**src/rtl/obstacle_scheduler.sv**
```systemverilog
// obstacle_scheduler: falling-obstacle slot pool with frame-based advance, LFSR-placed spawns and hit retirement
module obstacle_scheduler #(
  parameter int         NUM_SLOTS      = 4,
  parameter int         SPAWN_INTERVAL = 60,
  parameter int         STEP           = 4,
  parameter int         SCREEN_W       = 640,
  parameter int         SCREEN_H       = 480,
  parameter int         OBS_W          = 32,
  parameter logic [9:0] LFSR_SEED      = 10'h1A5
) (
  input  logic                    CLOCK_50,
  input  logic                    reset,
  input  logic                    frame_tick,
  input  logic                    enable,
  input  logic                    hit_valid,
  input  logic [2:0]              hit_slot,
  output logic [NUM_SLOTS-1:0]    obs_active,
  output logic [10*NUM_SLOTS-1:0] obs_x_flat,
  output logic [10*NUM_SLOTS-1:0] obs_y_flat,
  output logic                    busy,
  output logic                    spawn_pulse,
  output logic [15:0]             dodged_count,
  output logic                    overrun
);
  localparam int IW = $clog2(NUM_SLOTS);
  localparam int CW = $clog2(SPAWN_INTERVAL + 1);
  typedef enum logic [1:0] {IDLE, UPDATE, SPAWN} state_t;
  state_t               state_q, state_d;
  logic [IW-1:0]        idx_q, idx_d, spawn_slot_q, spawn_slot_d, lowest, hs;
  logic                 busy_q, busy_d, spawn_pulse_q, spawn_pulse_d, overrun_q, overrun_d, dodge, last;
  logic [NUM_SLOTS-1:0] active_q, active_d, free;
  logic [9:0]           x_q [NUM_SLOTS];
  logic [9:0]           x_d [NUM_SLOTS];
  logic [9:0]           y_q [NUM_SLOTS];
  logic [9:0]           y_d [NUM_SLOTS];
  logic [15:0]          dodged_q, dodged_d;
  logic [CW-1:0]        cnt_q, cnt_d;
  logic [9:0]           lfsr_q, lfsr_d, x_map;
  logic [10:0]          sum;
  assign hs    = hit_slot[IW-1:0];
  assign last  = idx_q == IW'(NUM_SLOTS - 1);
  assign x_map = lfsr_q < 10'(SCREEN_W - OBS_W) ? lfsr_q : lfsr_q - 10'd416;
  always_comb begin
    state_d       = state_q;
    idx_d         = idx_q;
    busy_d        = busy_q;
    active_d      = active_q;
    x_d           = x_q;
    y_d           = y_q;
    spawn_pulse_d = 1'b0;
    spawn_slot_d  = spawn_slot_q;
    overrun_d     = overrun_q | (frame_tick & enable & busy_q);
    cnt_d         = cnt_q;
    lfsr_d        = lfsr_q;
    dodge         = 1'b0;
    free          = '0;
    lowest        = '0;
    sum           = {1'b0, y_q[idx_q]} + 11'(STEP);
    case (state_q)
      IDLE: if (frame_tick && enable) begin
        state_d = UPDATE;
        idx_d   = '0;
        busy_d  = 1'b1;
      end
      UPDATE: begin
        if (active_q[idx_q]) begin
          if (sum >= 11'(SCREEN_H)) begin
            active_d[idx_q] = 1'b0;
            y_d[idx_q]      = '0;
            dodge           = 1'b1;
          end else y_d[idx_q] = sum[9:0];
        end
        state_d = last ? SPAWN : UPDATE;
        idx_d   = last ? idx_q : idx_q + 1'b1;
      end
      SPAWN: begin
        state_d = IDLE;
        busy_d  = 1'b0;
      end
      default: state_d = IDLE;
    endcase
    // A hit overrides the same-cycle move, so a slot hit on its way off-screen is not counted as dodged
    if (hit_valid && 32'(hit_slot) < NUM_SLOTS) begin
      active_d[hs] = 1'b0;
      y_d[hs]      = '0;
      if (state_q == UPDATE && hs == idx_q) dodge = 1'b0;
    end
    if (state_q == SPAWN) begin
      if (spawn_pulse_q) begin
        active_d[spawn_slot_q] = 1'b1;
        y_d[spawn_slot_q]      = '0;
        x_d[spawn_slot_q]      = x_map;
        lfsr_d                 = {lfsr_q[8:0], lfsr_q[9] ^ lfsr_q[6]};
        cnt_d                  = CW'(SPAWN_INTERVAL - 1);
      end else if (cnt_q != '0) cnt_d = cnt_q - 1'b1;
    end
    // Spawn is decided on the last move so spawn_pulse lands in the SPAWN cycle; it sees this frame's retirements
    if (state_q == UPDATE && last) begin
      free = ~active_d;
      for (int i = NUM_SLOTS - 1; i >= 0; i--) if (free[i]) lowest = IW'(i);
      spawn_pulse_d = (cnt_q == '0) && (|free);
      spawn_slot_d  = lowest;
    end
    dodged_d = (dodge && dodged_q != 16'hFFFF) ? dodged_q + 16'd1 : dodged_q;
  end
  always_ff @(posedge CLOCK_50) begin
    if (reset) begin
      state_q       <= IDLE;
      idx_q         <= '0;
      busy_q        <= 1'b0;
      active_q      <= '0;
      spawn_pulse_q <= 1'b0;
      spawn_slot_q  <= '0;
      overrun_q     <= 1'b0;
      dodged_q      <= '0;
      cnt_q         <= '0;
      lfsr_q        <= LFSR_SEED;
      for (int i = 0; i < NUM_SLOTS; i++) begin
        x_q[i] <= '0;
        y_q[i] <= '0;
      end
    end else begin
      state_q       <= state_d;
      idx_q         <= idx_d;
      busy_q        <= busy_d;
      active_q      <= active_d;
      spawn_pulse_q <= spawn_pulse_d;
      spawn_slot_q  <= spawn_slot_d;
      overrun_q     <= overrun_d;
      dodged_q      <= dodged_d;
      cnt_q         <= cnt_d;
      lfsr_q        <= lfsr_d;
      x_q           <= x_d;
      y_q           <= y_d;
    end
  end
  assign obs_active   = active_q;
  assign busy         = busy_q;
  assign spawn_pulse  = spawn_pulse_q;
  assign dodged_count = dodged_q;
  assign overrun      = overrun_q;
  for (genvar g = 0; g < NUM_SLOTS; g++) begin : g_flat
    assign obs_x_flat[10*g +: 10] = x_q[g];
    assign obs_y_flat[10*g +: 10] = y_q[g];
  end
endmodule

```
**config.mk**
```make
export PLATFORM = sky130hd
export DESIGN_NAME = obstacle_scheduler
export DESIGN_NICKNAME = d
export VERILOG_FILES = /design/src/rtl/obstacle_scheduler.sv
export SDC_FILE = /design/constraint.sdc
export NUM_CORES = 1
export LEC_CHECK = 0
export ABC_AREA = 1
export BUFFER_PORTS_ARGS = -buffer_cell sky130_fd_sc_hd__buf_2
export CAP_MARGIN = 40
export CORE_ASPECT_RATIO = 0.8
export CORE_MARGIN = 2
export CORE_UTILIZATION = 50
export CTS_BUF_LIST = sky130_fd_sc_hd__clkbuf_8
export CTS_CLUSTER_DIAMETER = 100
export DETAILED_ROUTE_END_ITERATION = 7
export GPL_ROUTABILITY_DRIVEN = 0
export PLACE_DENSITY = 0.86
export SYNTH_ARGS = -nofsm -noshare
export SYNTH_HDL_FRONTEND = slang
export SYNTH_SLANG_ARGS = --single-unit
```
**constraint.sdc**
```tcl
create_clock -name CLOCK_50 -period 2.3 [get_ports CLOCK_50]
set_input_delay 0.23 -clock CLOCK_50 [delete_from_list [all_inputs] [get_ports CLOCK_50]]
set_output_delay 0.23 -clock CLOCK_50 [all_outputs]
set_load 0.05 [all_outputs]
```
==> out/summary.md <==
### Global routing
* **global-route usage over all layers** 26.1%
* **total congestion overflow** 0
* **number of antenna violations at the first check in global routing** 0
* **number of global-route vias before repair** 5,118
* **wire length of the first global-routing pass** 25.2 mm
* **maximum number of pins on one net before global-route repair** 41

### Worst setup path
* **Worst Setup End Kind** flop
* **cell at the slowest stage of the critical path** sky130_fd_sc_hd__dfxtp_4
* **Max FO, Critical Path** 8
* **CP Class** reg -> reg
* **WP buf/inv** 2
* **worst-path cell chain** inv_6 > buf_4 > nand2_1 > nand3_2 > nand2_2 > nor2_1 > nand3_1 > nand2_1 > nand3_2 > nand2_4 > nand2_8 > nor2_4 > nand2_2 > o21ai_2 > a21oi_1
* **required time reported for the critical path endpoint** 2.65 ns
* **endpoint arrival time on the critical path** 2.56 ns
* **delay of the slowest cell on the worst path** 0.38 ns
* **startpoint type of the worst setup path** flop
* **kind of cell adding the most delay to the critical path** simple AND/OR/NAND/NOR gates

### Finish
* **area added between synthesis and finish** 25.1%
* **Net count, final** 922
* **ratio of cells with drive above 1 in the final layout** 27.3%
* **count of placed standard cells in the final layout, fillers left out** 1,061
* **footprint of the multi-input gates** 2840 µm²
* **fill cell instance count of the final layout** 881
* **commonest non-fill, non-tap cell in the layout** sky130_fd_sc_hd__nand2_1
* **FF+latch area** 2520 µm²
* **most frequent cells in the layout** sky130_fd_sc_hd__nand2_1, sky130_fd_sc_hd__dfxtp_1, sky130_fd_sc_hd__buf_2
* **antenna cells** 0

### Detailed routing
* **Detailed Route Iter0 Violations** 500
* **vias per cell** 5.54
* **total length of routed wires** 16.4 mm
* **post-route ant nets** 0
* **overall via count from detail_route** 5,879
* **routed len/inst** 15.5 µm
* **first-pass iteration count of the detailed router** 7
* **number of DRC violations after detailed routing** 0

### Logic synthesis
* **proportion of synthesized chip area in sequential cells** 43.9%
* **top cell type's share of synthesized area** 43.9%
* **synthesized netlist cell count** 761
* **synthesis-stage register bit count** 125
* **cell accounting for the most synthesized area** sky130_fd_sc_hd__dfxtp_1
* **Post-Syn Nets** 779
* **largest cells by area after synthesis** sky130_fd_sc_hd__dfxtp_1, sky130_fd_sc_hd__nand2_1, sky130_fd_sc_hd__o21ai_0
* **count of distinct cell types in the synthesized netlist** 40
* **Syn Std Cell Area** 5700 µm²
* **mean cell area of the mapped netlist** 7.49 µm²
* **count of warnings emitted by yosys** 0

### Placed design
* **placed insts** 1,017
* **DPL Wire Length** 11.1 mm
* **total of buffers placed on input and output ports** 110

### STA
* **total setup violations reported at the end of the flow** 0
* **endpoints failing hold** 0
* **slew at the pin with the worst max-slew slack** 0.610 ns
* **final clock period utilization by the worst path** 96.4%
* **clk_skew** 0.00765 ns
* **unrepaired setup endpoints after global routing** yes
* **number of pins with negative max-slew slack in the final report** 0
* **Slew Limit Headroom** 59.2%
* **total negative setup slack** 0 ns
* **maximum clock frequency** 451 MHz
* **post-route minimum period** 2.22 ns

### Power and ir drop
* **switching power** 0.00123 W
* **Switching Share** 26.1%
* **power per standard cell area** 659 nW/µm²
* **combinational power share** 8.2%
* **Sequential Power Share** 47.0%
* **VDD IR-drop max** 579 µV
* **Total Power** 0.00470 W
* **Leakage** 3.16 nW
* **internal portion of total power** 0.00347 W
* **clock network fraction of design power** 44.8%

### Die
* **Site Rows** 34
* **area of the die** 12,300 µm²
* **height of the die** 99.5 µm
* **Top Ports** 111
* **Std-Cell Core Area** 11,000 µm²
* **effective utilization at floorplan** 51.9%
* **die width** 123 µm

### Worst hold path
* **Min-Delay Path Class** in -> reg

### Clock tree
* **clk slew on worst S/H paths** 0.07 ns
* **Clock Tree Root** sky130_fd_sc_hd__clkbuf_8
* **H-tree depth** 4
* **maximum buffer depth of the clock tree** 2
* **Num CTS Buffers** 17
* **later-pin clock latency in the skew report** 0.46 ns
* **total number of clock tree sinks** 125
* **CTS hold repair buffers** 0
* **TritonCTS clock tree** done

### Run
* **count of maximum capacitance violations** 0

### Status
* **result of the run** complete, no violations

## through the flow
| stage | cell area, µm² | setup WS (ns) | hold WS (ns) | utilization (%) |
|---|---|---|---|---|
| after floorplan | 5710 | 0.00904 | 0.394 | - |
| after global placement | 6480 | 0.0497 | 0.434 | 59.1 |
| after detailed placement | 6480 | -0.0614 | 0.442 | 59.1 |
| after CTS | 6920 | 0.0310 | 0.0486 | 63.1 |
| after global routing | 7130 | -0.0440 | 0.0667 | 65.0 |
| final | 7130 | 0.0829 | 0.0540 | 65.0 |
## path summary, 6_finish.rpt
kind                  from          endpoint  slack, ns  cells past startpoint
setup / recovery  idx_q[0]  dodged_count[10]       0.08                     15
hold / removal      enable           overrun       0.05                      3
setup reg to reg  idx_q[0]  dodged_count[10]       0.08                     15
hold reg to reg    overrun           overrun       0.45                      2
## power groups by stage
stage	Clock (W)	Combinational, W	Sequential (W)
5_1_grt	0.00221	0.000414	0.00221
6_report	0.00210	0.000386	0.00221
2_1_floorplan	0	0.000211	0.00230
4_1_cts	0.00213	0.000351	0.00221
3_5_place_dp	0	0.000346	0.00226
3_3_place_gp	0	0.000341	0.00226
## synth_stat cells, drive strengths merged
cell type,n
nand2,170
dfxtp,125
inv,82
nor2,80
o21ai,76
a21oi,67
nand3,52
nor3,16
a211oi,14
buf,13
clkbuf,11
ha,10
o211ai,10
nor3b,8
xor2,6
a31oi,4
o22ai,4
nand4,3
o31ai,3
nand3b,2
a221oi,1
clkinv,1
nor4,1
o21bai,1
xnor2,1
## flip-flops by register name, summed over array words and instances, names as in the netlist
register and flops:
overrun 1, busy 1, state_q 2, dodged_count 16, obs_y_flat 40, spawn_slot_q 2, cnt_q 6, obs_x_flat 40
idx_q 2, lfsr_q 10, spawn_pulse 1, obs_active 4
## area by class of cell
| type | count | share of cell area, % |
|---|---|---|
| multi-input combinational | 529 | 39.8 |
| timing repair buffer | 148 | 11.8 |
| tap | 144 | 2.53 |
| clock buffer | 17 | 3.28 |
| clock inverter | 15 | 2.75 |
| sequential | 125 | 35.3 |
| inverter | 83 | 4.51 |
## what timing repair did
action	in CTS	in global routing
setup buffers	0	12
gates cloned	0	0
setup endpoints to repair	39	54
pin swaps	0	11
resized for setup	3	34
## worst reg2reg max path, cell delays in order, from the launching register on
cell,delay (ns)
sky130_fd_sc_hd__dfxtp_4,0.38
sky130_fd_sc_hd__inv_6,0.08
sky130_fd_sc_hd__buf_4,0.15
sky130_fd_sc_hd__nand2_1,0.10
sky130_fd_sc_hd__nand3_2,0.12
sky130_fd_sc_hd__nand2_2,0.09
sky130_fd_sc_hd__nor2_1,0.17
sky130_fd_sc_hd__nand3_1,0.11
sky130_fd_sc_hd__nand2_1,0.13
sky130_fd_sc_hd__nand3_2,0.11
sky130_fd_sc_hd__nand2_4,0.15
sky130_fd_sc_hd__nand2_8,0.10
sky130_fd_sc_hd__nor2_4,0.16
sky130_fd_sc_hd__nand2_2,0.08
sky130_fd_sc_hd__o21ai_2,0.15
sky130_fd_sc_hd__a21oi_1,0.05
## cell families (layout without fill, tap and decap cells)
group | count (synthesis) | in the layout | share of synthesized area (%)
adders and majority gates | 10 | 10 | 2.20
xor gates and xnor gates | 7 | 7 | 1.08
buffers and inverters | 107 | 263 | 8.28
DFF | 125 | 125 | 43.9
AOI/OAI and AO/OA | 180 | 180 | 17.4
and+or+nand+nor | 332 | 332 | 27.1
## routing by layer
| metal | GRT usage, % | vias up | wire, µm |
|---|---|---|---|
| li1 | - | 2805 | - |
| met1 | 36.1 | 2692 | 7000 |
| met2 | 38.0 | 332 | 7250 |
| met3 | 8.31 | 50 | 1770 |
| met4 | 9.88 | 0 | 414 |
| met5 | 0 | - | 0 |
(Power assumes the default switching activity.)
